<file path="config.mk">
export PLATFORM = sky130hd
export DESIGN_NAME = aes_ctr_ctrl
export DESIGN_NICKNAME = d
export VERILOG_FILES = /design/src/rtl/aes_ctr_pkg.sv /design/src/rtl/aes_ctr_ctrl.sv
export SDC_FILE = /design/constraint.sdc
export NUM_CORES = 1
export LEC_CHECK = 0
export ABC_CLOCK_PERIOD_IN_PS = 51300
export BUFFER_PORTS_ARGS = -buffer_cell sky130_fd_sc_hd__buf_4
export CORE_AREA = 2 2 367 369
export DETAILED_ROUTE_END_ITERATION = 12
export DIE_AREA = 0 0 369 371
export GPL_TIMING_DRIVEN = 0
export PLACE_DENSITY_LB_ADDON = 0.1
export SLEW_MARGIN = 5
export SYNTH_ARGS = -nofsm -noshare
export SYNTH_HDL_FRONTEND = slang
export SYNTH_SLANG_ARGS = --single-unit
</file>
<file path="constraint.sdc">
create_clock -name clk -period 51.3 [get_ports clk]
set_clock_uncertainty 0.05 [all_clocks]
set_input_delay 5.13 -clock clk [delete_from_list [all_inputs] [get_ports clk]]
set_output_delay 5.13 -clock clk [all_outputs]
set_load 0.01 [all_outputs]
</file>
<file path="src/rtl/aes_ctr_pkg.sv">
// Shared types and constants for the AES-CTR sequencer.
package aes_ctr_pkg;

    localparam int unsigned BLK_W           = 128;
    localparam int unsigned CNT_W           = 32;
    localparam int unsigned TIMEOUT_CYC_DEF = 64;

    typedef enum logic [1:0] {
        IDLE  = 2'd0,
        ISSUE = 2'd1,
        WAIT  = 2'd2,
        OUT   = 2'd3
    } state_e;

    // One captured stream beat: payload block plus end-of-message flag.
    typedef struct packed {
        logic [BLK_W-1:0] data;
        logic             last;
    } blk_t;

endpackage

</file>
<file path="src/rtl/aes_ctr_ctrl.sv">
// AES-CTR sequencer: issues one counter block at a time to an external AES core and XORs the keystream with the payload.
// Optional WAIT watchdog is built when AES_CTR_TIMEOUT_EN is defined.
module aes_ctr_ctrl
    import aes_ctr_pkg::*;
#(
    parameter int unsigned CTR_W       = 32,
    parameter int unsigned TIMEOUT_CYC = TIMEOUT_CYC_DEF
) (
    input  logic             clk,
    input  logic             rst,
    input  logic             cfg_load,
    input  logic [BLK_W-1:0] cfg_key,
    input  logic [BLK_W-1:0] cfg_iv,
    input  logic             s_valid,
    output logic             s_ready,
    input  logic [BLK_W-1:0] s_data,
    input  logic             s_last,
    output logic             m_valid,
    input  logic             m_ready,
    output logic [BLK_W-1:0] m_data,
    output logic             m_last,
    output logic             core_start,
    output logic             core_encrypt,
    output logic [BLK_W-1:0] core_data_in,
    output logic [BLK_W-1:0] core_key_in,
    input  logic [BLK_W-1:0] core_data_out,
    input  logic             core_busy,
    input  logic             core_done,
    output logic [CNT_W-1:0] blk_count,
    output logic             err_timeout
);

    // Only the low CTR_W bits of the counter block advance; the rest is a fixed nonce.
    localparam logic [BLK_W-1:0] CTR_MASK =
        (CTR_W >= BLK_W) ? {BLK_W{1'b1}} : ((BLK_W'(1) << CTR_W) - BLK_W'(1));

    state_e           state_q, state_d;
    logic [BLK_W-1:0] ctr_q, ctr_d;
    logic [BLK_W-1:0] key_q, key_d;
    blk_t             beat_q, beat_d;
    logic [BLK_W-1:0] m_data_q, m_data_d;
    logic             m_last_q, m_last_d;
    logic [CNT_W-1:0] blk_cnt_q, blk_cnt_d;

`ifdef AES_CTR_TIMEOUT_EN
    localparam int unsigned     TO_W    = (TIMEOUT_CYC > 1) ? $clog2(TIMEOUT_CYC) : 1;
    localparam logic [TO_W-1:0] TO_LAST = TO_W'(TIMEOUT_CYC - 1);

    logic [TO_W-1:0] wait_cnt_q, wait_cnt_d;
    logic            err_q, err_d;
`endif

    // core_busy is advisory only; completion is signalled by core_done.
    logic unused_inputs;
    assign unused_inputs = ^{core_busy, 32'(TIMEOUT_CYC)};

    // Next-state and datapath update
    always_comb begin
        state_d   = state_q;
        ctr_d     = ctr_q;
        key_d     = key_q;
        beat_d    = beat_q;
        m_data_d  = m_data_q;
        m_last_d  = m_last_q;
        blk_cnt_d = blk_cnt_q;
        s_ready   = 1'b0;
`ifdef AES_CTR_TIMEOUT_EN
        wait_cnt_d = wait_cnt_q;
        err_d      = 1'b0;
`endif

        unique case (state_q)
            IDLE: begin
                if (cfg_load) begin
                    ctr_d = cfg_iv;
                    key_d = cfg_key;
                end else begin
                    s_ready = 1'b1;
                    if (s_valid) begin
                        beat_d.data = s_data;
                        beat_d.last = s_last;
                        state_d     = ISSUE;
                    end
                end
            end
            ISSUE: begin
                state_d = WAIT;
`ifdef AES_CTR_TIMEOUT_EN
                wait_cnt_d = '0;
`endif
            end
            WAIT: begin
                if (core_done) begin
                    m_data_d = core_data_out ^ beat_q.data;
                    m_last_d = beat_q.last;
                    ctr_d    = (ctr_q & ~CTR_MASK) | ((ctr_q + BLK_W'(1)) & CTR_MASK);
                    state_d  = OUT;
                end
`ifdef AES_CTR_TIMEOUT_EN
                else if (wait_cnt_q == TO_LAST) begin
                    err_d   = 1'b1;
                    state_d = IDLE;
                end else begin
                    wait_cnt_d = wait_cnt_q + TO_W'(1);
                end
`endif
            end
            OUT: begin
                if (m_ready) begin
                    blk_cnt_d = blk_cnt_q + CNT_W'(1);
                    state_d   = IDLE;
                end
            end
            default: state_d = IDLE;
        endcase
    end

    always_ff @(posedge clk or posedge rst) begin
        if (rst) begin
            state_q   <= IDLE;
            ctr_q     <= '0;
            key_q     <= '0;
            beat_q    <= '0;
            m_data_q  <= '0;
            m_last_q  <= 1'b0;
            blk_cnt_q <= '0;
        end else begin
            state_q   <= state_d;
            ctr_q     <= ctr_d;
            key_q     <= key_d;
            beat_q    <= beat_d;
            m_data_q  <= m_data_d;
            m_last_q  <= m_last_d;
            blk_cnt_q <= blk_cnt_d;
        end
    end

`ifdef AES_CTR_TIMEOUT_EN
    always_ff @(posedge clk or posedge rst) begin
        if (rst) begin
            wait_cnt_q <= '0;
            err_q      <= 1'b0;
        end else begin
            wait_cnt_q <= wait_cnt_d;
            err_q      <= err_d;
        end
    end

    assign err_timeout = err_q;
`else
    assign err_timeout = 1'b0;
`endif

    // Core operands come straight from the registers, so they stay put until core_done.
    assign core_start   = (state_q == ISSUE);
    assign core_encrypt = 1'b1;
    assign core_data_in = ctr_q;
    assign core_key_in  = key_q;

    assign m_valid   = (state_q == OUT);
    assign m_data    = m_data_q;
    assign m_last    = m_last_q;
    assign blk_count = blk_cnt_q;

endmodule

</file>
==> summary.md, run 1 <==
| Metric | Value |
|---|---|
| Clock tree root driver cell | `sky130_fd_sc_hd__clkbuf_16` |
| Layout overhead on the synthesized area | `52.6%` |
| Global-route wire length before repair | `139000 µm` |
| Max Clk Rate | `86.5 MHz` |
| Number of gates given a new drive strength after cts | `0` |
| Seq cells post-synth | `about 550` |
| Critical path data required time | `46.12 ns` |
| Die boundary height | `roughly 370 µm` |
| Most frequent standard cell in the layout excluding fill and tap cells | `sky130_fd_sc_hd__buf_4` |
| Asr flop ratio synth | `100%` |
| Post-synthesis sequential area ratio | `61.2%` |
| Number of synthesized flops with an enable pin | `0` |
| Synthesis warning total | `0` |
| Post-DP HPWL | `77800 µm` |
| Post-synthesis area per instance | `~13 µm²` |
| Initial core utilization | `16.9%` |
| Largest fanout on the critical path | `10` |
| Depth of the CTS H-tree | `3` |
| Standard-cell row count | `134` |
| Detailed-route vias per instance | `around 4` |
| Sinks on the clock net | `548` |
| Die X-Extent | `369 µm` |
| Classification of the worst-slack hold path | `flip-flop to flip-flop` |
| Largest cells by area after synthesis | `sky130_fd_sc_hd__dfrtp_1, sky130_fd_sc_hd__mux2_2, sky130_fd_sc_hd__xnor2_1, sky130_fd_sc_hd__o21ai_0, sky130_fd_sc_hd__nand2_1` |
| GRT Util Overall | `between 10% and 20%` |
| Worst setup path endpoint | `s_ready` |
| Start-to-end type of the worst setup path | `input pin to output pin` |
| Worst Tran Pin Value | `approximately 1.2 ns` |
| RR Endpoint | `m_data[61]` |
| Reg-to-reg startpoint | `state_q[0]` |
| Overall overflow remaining after global route | `0` |
| Number of nets produced by synthesis | `2232` |
| Gate count of the mapped netlist | `1706` |
| IR Drop Worst-Case VDD | `roughly 0.000027 V` |
| Core utilization of the finished layout | `25.8%` |
| # Post-CTS Setup Buffers | `0` |
| Placer's final routability congestion estimate | `0.819` |
| Number of DRC violations after detailed routing | `0` |
| Final wirelength | `98600 µm` |
| Number of CTS-inserted buffers | `76` |
| Final slew viol count | `0` |
| CP Capture Type | `output pin` |
| Minimum period implied by the final worst setup slack | `11.56 ns` |
| Latest clock arrival within the worst-skew pair | `0.65 ns` |
| Number of global-route vias before repair | `19326` |
| TNS Setup | `0 ns` |
| Clock edge transition at the registers on the reported setup and hold paths | `0.06 ns` |
| Most frequent cells in the layout | `sky130_fd_sc_hd__buf_4, sky130_fd_sc_hd__dfrtp_1, sky130_fd_sc_hd__mux2_2` |
| Tightest hold margin | `0.414 ns` |
| Post-synth top area cell | `sky130_fd_sc_hd__dfrtp_1` |
| Die Footprint | `0.137 mm²` |
| Count of nets after finishing | `3253` |
| Fill cells | `14141` |
| Count of boundary I/O pins | `942` |
| Source of the critical timing path | `cfg_load` |
| Antenna-violating nets left | `0` |
| Remaining max-slew budget at the tightest pin | `a little under a fifth` |
| Portion of synthesized cell area occupied by the leading cell type | `61.2%` |
| Per-cell routed wire length | `approximately 22 µm` |
| Share of the clock period used by the worst path | `22.5%` |
| Slack of the worst reg-to-reg path | `roughly 47 ns` |
| Via count | `17715` |
| Floorplan Core Area | `~0.13 mm²` |
| DP Worst Slack | `slightly below 40 ns` |
| Count of unique library cells instantiated by Yosys | `54` |
| Share of post-route cells with drive strength above 1 | `51.3%` |
| Length of the first detailed-routing pass in iterations | `5` |
| Number of violations reported at the end of detailed-routing iteration 0 | `between 800 and 900` |
| Worst reg-to-reg path cell count | `9` |
| TritonCTS clock tree | `done` |
| CP Data Arrival Time | `6.38 ns` |
| Leakage dissipation | `approximately 15 nW` |
| Setup crit start kind | `input pin` |
| Hold bufs inserted after CTS | `0` |
| Pwr per Cell Area | `about 62 mW/mm²` |
| Clock Path Buffers | `3` |
| Endpoints failing setup | `0` |
| Pin count of the biggest net entering global routing | `111` |
| RSZ-0062 raised after global routing | `no` |
| Antenna violations before repair | `30` |
| Main synth FF type | `sky130_fd_sc_hd__dfrtp_1` |
| Final hold violations | `0` |
| Count of input and output buffers | `938` |
| PnR worst setup slack | `39.74 ns` |
| Status | `finished, final reports clean` |
| Pwr Total | `~2.1 mW` |
| Max-capacitance violation count | `0` |
| Cell area after synthesis | `0.0224 mm²` |
[cell usage after synthesis (4+ instances only)]
cell type                   count
sky130_fd_sc_hd__a21oi_1       22
sky130_fd_sc_hd__a2bb2oi_1      5
sky130_fd_sc_hd__mux2_2       354
sky130_fd_sc_hd__nor2_1        18
sky130_fd_sc_hd__dfrtp_1      548
sky130_fd_sc_hd__nand3_1       34
sky130_fd_sc_hd__and2_1         5
sky130_fd_sc_hd__o211ai_1       8
sky130_fd_sc_hd__nor4_1         7
sky130_fd_sc_hd__or4_1         12
sky130_fd_sc_hd__ha_1           6
sky130_fd_sc_hd__and3_1         8
sky130_fd_sc_hd__a211oi_1       7
sky130_fd_sc_hd__xnor2_1      155
sky130_fd_sc_hd__o21ai_0      137
sky130_fd_sc_hd__xor2_1         4
sky130_fd_sc_hd__inv_1          8
sky130_fd_sc_hd__mux2i_1        5
sky130_fd_sc_hd__buf_1         10
sky130_fd_sc_hd__buf_2         11
sky130_fd_sc_hd__and4_1        11
sky130_fd_sc_hd__nand2b_1       4
sky130_fd_sc_hd__clkbuf_1      71
sky130_fd_sc_hd__nand2_1      161
sky130_fd_sc_hd__o22ai_1        9
sky130_fd_sc_hd__nor3_1         9
sky130_fd_sc_hd__nand4_1       31
[cell type report]
| cell class | count | area, µm² | area share, % |
|---|---|---|---|
| diodes | 14 | 35.0 | 0.102 |
| clock inverters | 15 | 181 | 0.530 |
| inverters | 8 | 37.5 | 0.110 |
| multi-input cells | 1056 | 8290 | 24.3 |
| well taps | 1768 | 2210 | 6.47 |
| plain buffers | 94 | 375 | 1.10 |
| clock buffers | 110 | 2170 | 6.35 |
| flip-flops and latches | 548 | 13700 | 40.1 |
| repair buffers | 943 | 7180 | 21.0 |
[state kept, by name (all words and copies together), names as in the netlist]
signal	count
beat_q	129
core_data_in	128
core_key_in	128
m_data	128
blk_count	32
state_q	2
m_last	1
[report_power, final]
group / total, mW / switching, mW / internal [mW]
Sequential: 0.779 / 0.139 / 0.640
Combinational: 0.839 / 0.403 / 0.436
Clock: 0.506 / 0.208 / 0.298
Total: 2.12 / 0.750 / 1.37
[per-stage QoR]
step	instances	area [µm²]
2_1_floorplan	1706	22400
3_3_place_gp	4412	31700
3_5_place_dp	4417	31800
4_1_cts	4542	34200
5_1_grt	4549	34200
6_report	4556	34200
[worst min path at each step]
stage / slack (ns) / to / from / cells past startpoint
5_1_grt: 0.45 / m_data[48] / m_data[48] / 2
3_5_place_dp: 0.41 / blk_count[31] / blk_count[31] / 1
6_report: 0.41 / m_last / beat_q[0] / 2
4_1_cts: 0.42 / m_last / beat_q[0] / 2
3_3_place_gp: 0.41 / m_data[96] / m_data[96] / 2
2_1_floorplan: 0.38 / m_last / beat_q[0] / 2
[logic make-up (layout without fill, tap and decap cells)]
logic type | count (synthesis) | after routing | share of synthesized area, %
xor+xnor | 159 | 159 | 6.22
fa+ha+maj | 6 | 6 | 0.335
mux | 359 | 359 | 18.0
compound gates | 217 | 217 | 5.56
simple gates | 313 | 313 | 6.83
flops | 548 | 548 | 61.2
other cells | 2 | 16 | 0.0335
buf+inv | 102 | 1170 | 1.80
[routing by layer]
metal	global-route usage [%]	wire (µm)	up-vias
met3	6.45	9830	148
li1	-	-	8049
met1	15.3	36600	8845
met4	4.33	2570	24
met2	24.1	49500	649
met5	0	138	-
[critical path, stage by stage]
cell and delay [ns]:
sky130_fd_sc_hd__buf_4 0.15, sky130_fd_sc_hd__nor2b_1 0.32, sky130_fd_sc_hd__clkbuf_1 0.52, sky130_fd_sc_hd__buf_4 0.25
No activity file was read; power rests on OpenSTA's default activity.
==> run 2: changes to the inputs <==
ABC_CLOCK_PERIOD_IN_PS = 10600   (was 51300)
CORE_AREA = 2 2 366 368   (was 2 2 367 369)
DIE_AREA = 0 0 368 370   (was 0 0 369 371)
clock period = 10.6 ns   (was 51.3 ns; I/O delays follow)
==> run 2 against run 1 <==
  * Sequential share of layout area fell by 0.39 points
  * Worst hold slack got worse by 0.059 ns
  * Critical path depth rose by 5
  * Register-to-register slack got worse by 41 ns
  * Power rose to 4.9 times the previous value
  * Final cell count rose by 0.31%
  * Global-route usage rose by 0.17 points
  * Worst setup slack got worse by 34 ns
  * Wire length rose by 0.59%
  * Highest routed layer unchanged
  * First-iteration DRC count fell by 25%
  * Sequential power rose to 4.8 times the previous value
==> summary.md, run 2 (synthesis gave the netlist of run 1 again) <==
| Metric | Value |
|---|---|
| Hold bufs inserted after CTS | `0 (unchanged)` |
| Source of the critical timing path | `state_q[0]` |
| Count of input and output buffers | `938 (unchanged)` |
| Clk network pwr share | `24.6% (+0.8 points)` |
| Die boundary height | `370 µm (-0.27%)` |
| Number of violations reported at the end of detailed-routing iteration 0 | `625 (-25%)` |
| Library cell appearing most often on the critical path | `sky130_fd_sc_hd__clkbuf_1` |
| Start-to-end type of the worst setup path | `flip-flop to flip-flop` |
| Critical Path Max Stage Delay | `1.02 ns (+0.50 ns)` |
| Count of boundary I/O pins | `942 (unchanged)` |
| Clock edge transition at the registers on the reported setup and hold paths | `0.06 ns (about the same)` |
| Placer's final routability congestion estimate | `0.844 (+3.1%)` |
| Count of nets after finishing | `3266 (+0.40%)` |
| GRT Util Overall | `14.2% (+0.17 points)` |
| Reg-to-reg startpoint | `state_q[0]` |
| Share of total power in sequential cells | `36.3% (-0.4 points)` |
| Via count | `17719 (+0.023%)` |
| Clock Path Buffers | `3 (unchanged)` |
| Core utilization of the finished layout | `26.1% (+0.32 points)` |
| Post-DP HPWL | `79700 µm (+2.4%)` |
| Die X-Extent | `368 µm (-0.27%)` |
| Layout overhead on the synthesized area | `54.1%` |
| Minimum period implied by the final worst setup slack | `4.98 ns` |
| Share of post-route cells with drive strength above 1 | `51.7% (+0.33 points)` |
| IR Drop Worst-Case VDD | `0.000104 V (+290%)` |
| Total net switching power | `3.65 mW (+390%)` |
| Pin count of the biggest net entering global routing | `38 (-66%)` |
| Endpoints failing setup | `0 (unchanged)` |
| Worst Tran Pin Value | `1.30 ns (+0.0789 ns)` |
| Standard-cell row count | `134 (unchanged)` |
| Floorplan Core Area | `0.132 mm² (-0.25%)` |
| RSZ-0062 raised after global routing | `no` |
| Final hold violations | `0 (unchanged)` |
| CP Capture Type | `flip-flop` |
| TNS Setup | `0 ns (unchanged)` |
| Internal power consumption | `6.73 mW (+390%)` |
| Worst path bufs/invs | `5 (+2)` |
| Classification of the worst-slack hold path | `input pin to async pin` |
| Max-capacitance violation count | `0 (unchanged)` |
| TritonCTS clock tree | `done` |
| Per-cell routed wire length | `21.7 µm (+0.28%)` |
| Status | `finished, final reports clean` |
| Number of DRC violations after detailed routing | `0 (unchanged)` |
| Max Clk Rate | `between 200 and 250 MHz` |
| Final wirelength | `99200 µm (+0.59%)` |
| Cell chain of the critical path | `inv_1 > ha_1 > clkbuf_1 > nand2_1 > clkbuf_1 > clkbuf_1 > buf_1 > nand2_1 > o21ai_0` |
| Fill cells | `14070 (-0.50%)` |
| Latest clock arrival within the worst-skew pair | `0.66 ns (about the same)` |
| Clock tree root driver cell | `sky130_fd_sc_hd__clkbuf_16` |
| Cell with the biggest individual delay on the critical path | `sky130_fd_sc_hd__buf_1` |
| Antenna violations before repair | `25 (-17%)` |
| Critical path data required time | `11.11 ns (-35.01 ns)` |
| Number of global-route vias before repair | `19285 (-0.21%)` |
| # Post-CTS Setup Buffers | `0 (unchanged)` |
| Sinks on the clock net | `548 (unchanged)` |
| Total non-filler cell area in the finished layout | `0.0345 mm² (+0.97%)` |
| Largest fanout on the critical path | `10 (unchanged)` |
| Die Footprint | `0.136 mm² (-0.54%)` |
| Remaining max-slew budget at the tightest pin | `13.7% (-5.3 points)` |
| Detailed-route vias per instance | `3.88 (-0.28%)` |
| Most frequent cells in the layout | `sky130_fd_sc_hd__buf_4, sky130_fd_sc_hd__dfrtp_1, sky130_fd_sc_hd__mux2_2` |
| CP Data Arrival Time | `5.50 ns (-0.88 ns)` |
| Length of the first detailed-routing pass in iterations | `7 (+2)` |
| Register with the most flip-flops | `beat_q` |
| Overall overflow remaining after global route | `0 (unchanged)` |
| Max FFs per register | `129 (unchanged)` |
| Leakage dissipation | `15.6 nW (+1.1%)` |
| Net Sw Frac | `35.2% (-0.14 points)` |
| Critical path's top delay family | `buffers and inverters` |
| Initial core utilization | `16.9% (+0.043 points)` |
| Pwr per Cell Area | `301 mW/mm² (+380%)` |
| Depth of the CTS H-tree | `3 (unchanged)` |
| Final slew viol count | `0 (unchanged)` |
| Share of the clock period used by the worst path | `47.0%` |
| Post-detailed-placement cell area | `0.0320 mm² (+0.70%)` |
| Number of gates given a new drive strength after cts | `0 (unchanged)` |
| Most frequent standard cell in the layout excluding fill and tap cells | `sky130_fd_sc_hd__buf_4` |
| Setup crit start kind | `flip-flop` |
| Global-route wire length before repair | `140000 µm (+1.1%)` |
| Gate power share | `39.1% (-0.4 points)` |
| Antenna-violating nets left | `0 (unchanged)` |
| Number of CTS-inserted buffers | `76 (unchanged)` |
[run 2: worst paths after layout]
check | end | slack, ns | cells after the start
min in group clk | m_last | 0.41 | 2
max in group asynchronous | core_key_in[10] | 7.84 | 10
hold reg to reg | m_last | 0.41 | 2
setup / recovery | m_data[58] | 5.62 | 9
hold / removal | beat_q[115] | 0.35 | 2
setup reg to reg | m_data[58] | 5.62 | 9
[run 2: final cells by class]
type / count / area [µm²] / share of cell area, %
Sequential cell: 548 / 13700 / 39.7
Multi-Input combinational cell: 1056 / 8290 / 24.0
Timing Repair Buffer: 956 / 7410 / 21.5
Clock buffer: 115 / 2250 / 6.52
Tap cell: 1768 / 2210 / 6.41
Buffer: 94 / 375 / 1.09
Clock inverter: 18 / 229 / 0.663
Inverter: 8 / 33.8 / 0.0978
Antenna cell: 7 / 17.5 / 0.0507
[run 2: routing by layer]
metal	up-vias	GRT usage, %	wire length, µm
met1	8813	15.1	36100
li1	8071	-	-
met2	637	25.0	50600
met4	28	4.87	3070
met3	170	6.15	9210
met5	-	0	207
[run 2: power groups by stage]
stage                     sequential [mW]  clock, mW  combinational (mW)
after floorplan                      4.00          0                1.68
after global placement               3.79          0                4.13
after detailed placement             3.81          0                4.18
after CTS                            3.78       2.67                4.18
after global routing                 3.91       2.76                4.42
final                                3.77       2.55                4.06
[run 2: stage by stage]
stage	instances	power, mW	setup slack (ns)	hold WS (ns)
after floorplan	1706	5.68	2.03	0.383
after global placement	4412	7.92	-2.28	0.417
after detailed placement	4430	7.98	5.08	0.419
after CTS	4563	10.6	5.12	0.285
after global routing	4568	11.1	5.09	0.312
final	4570	10.4	5.62	0.355
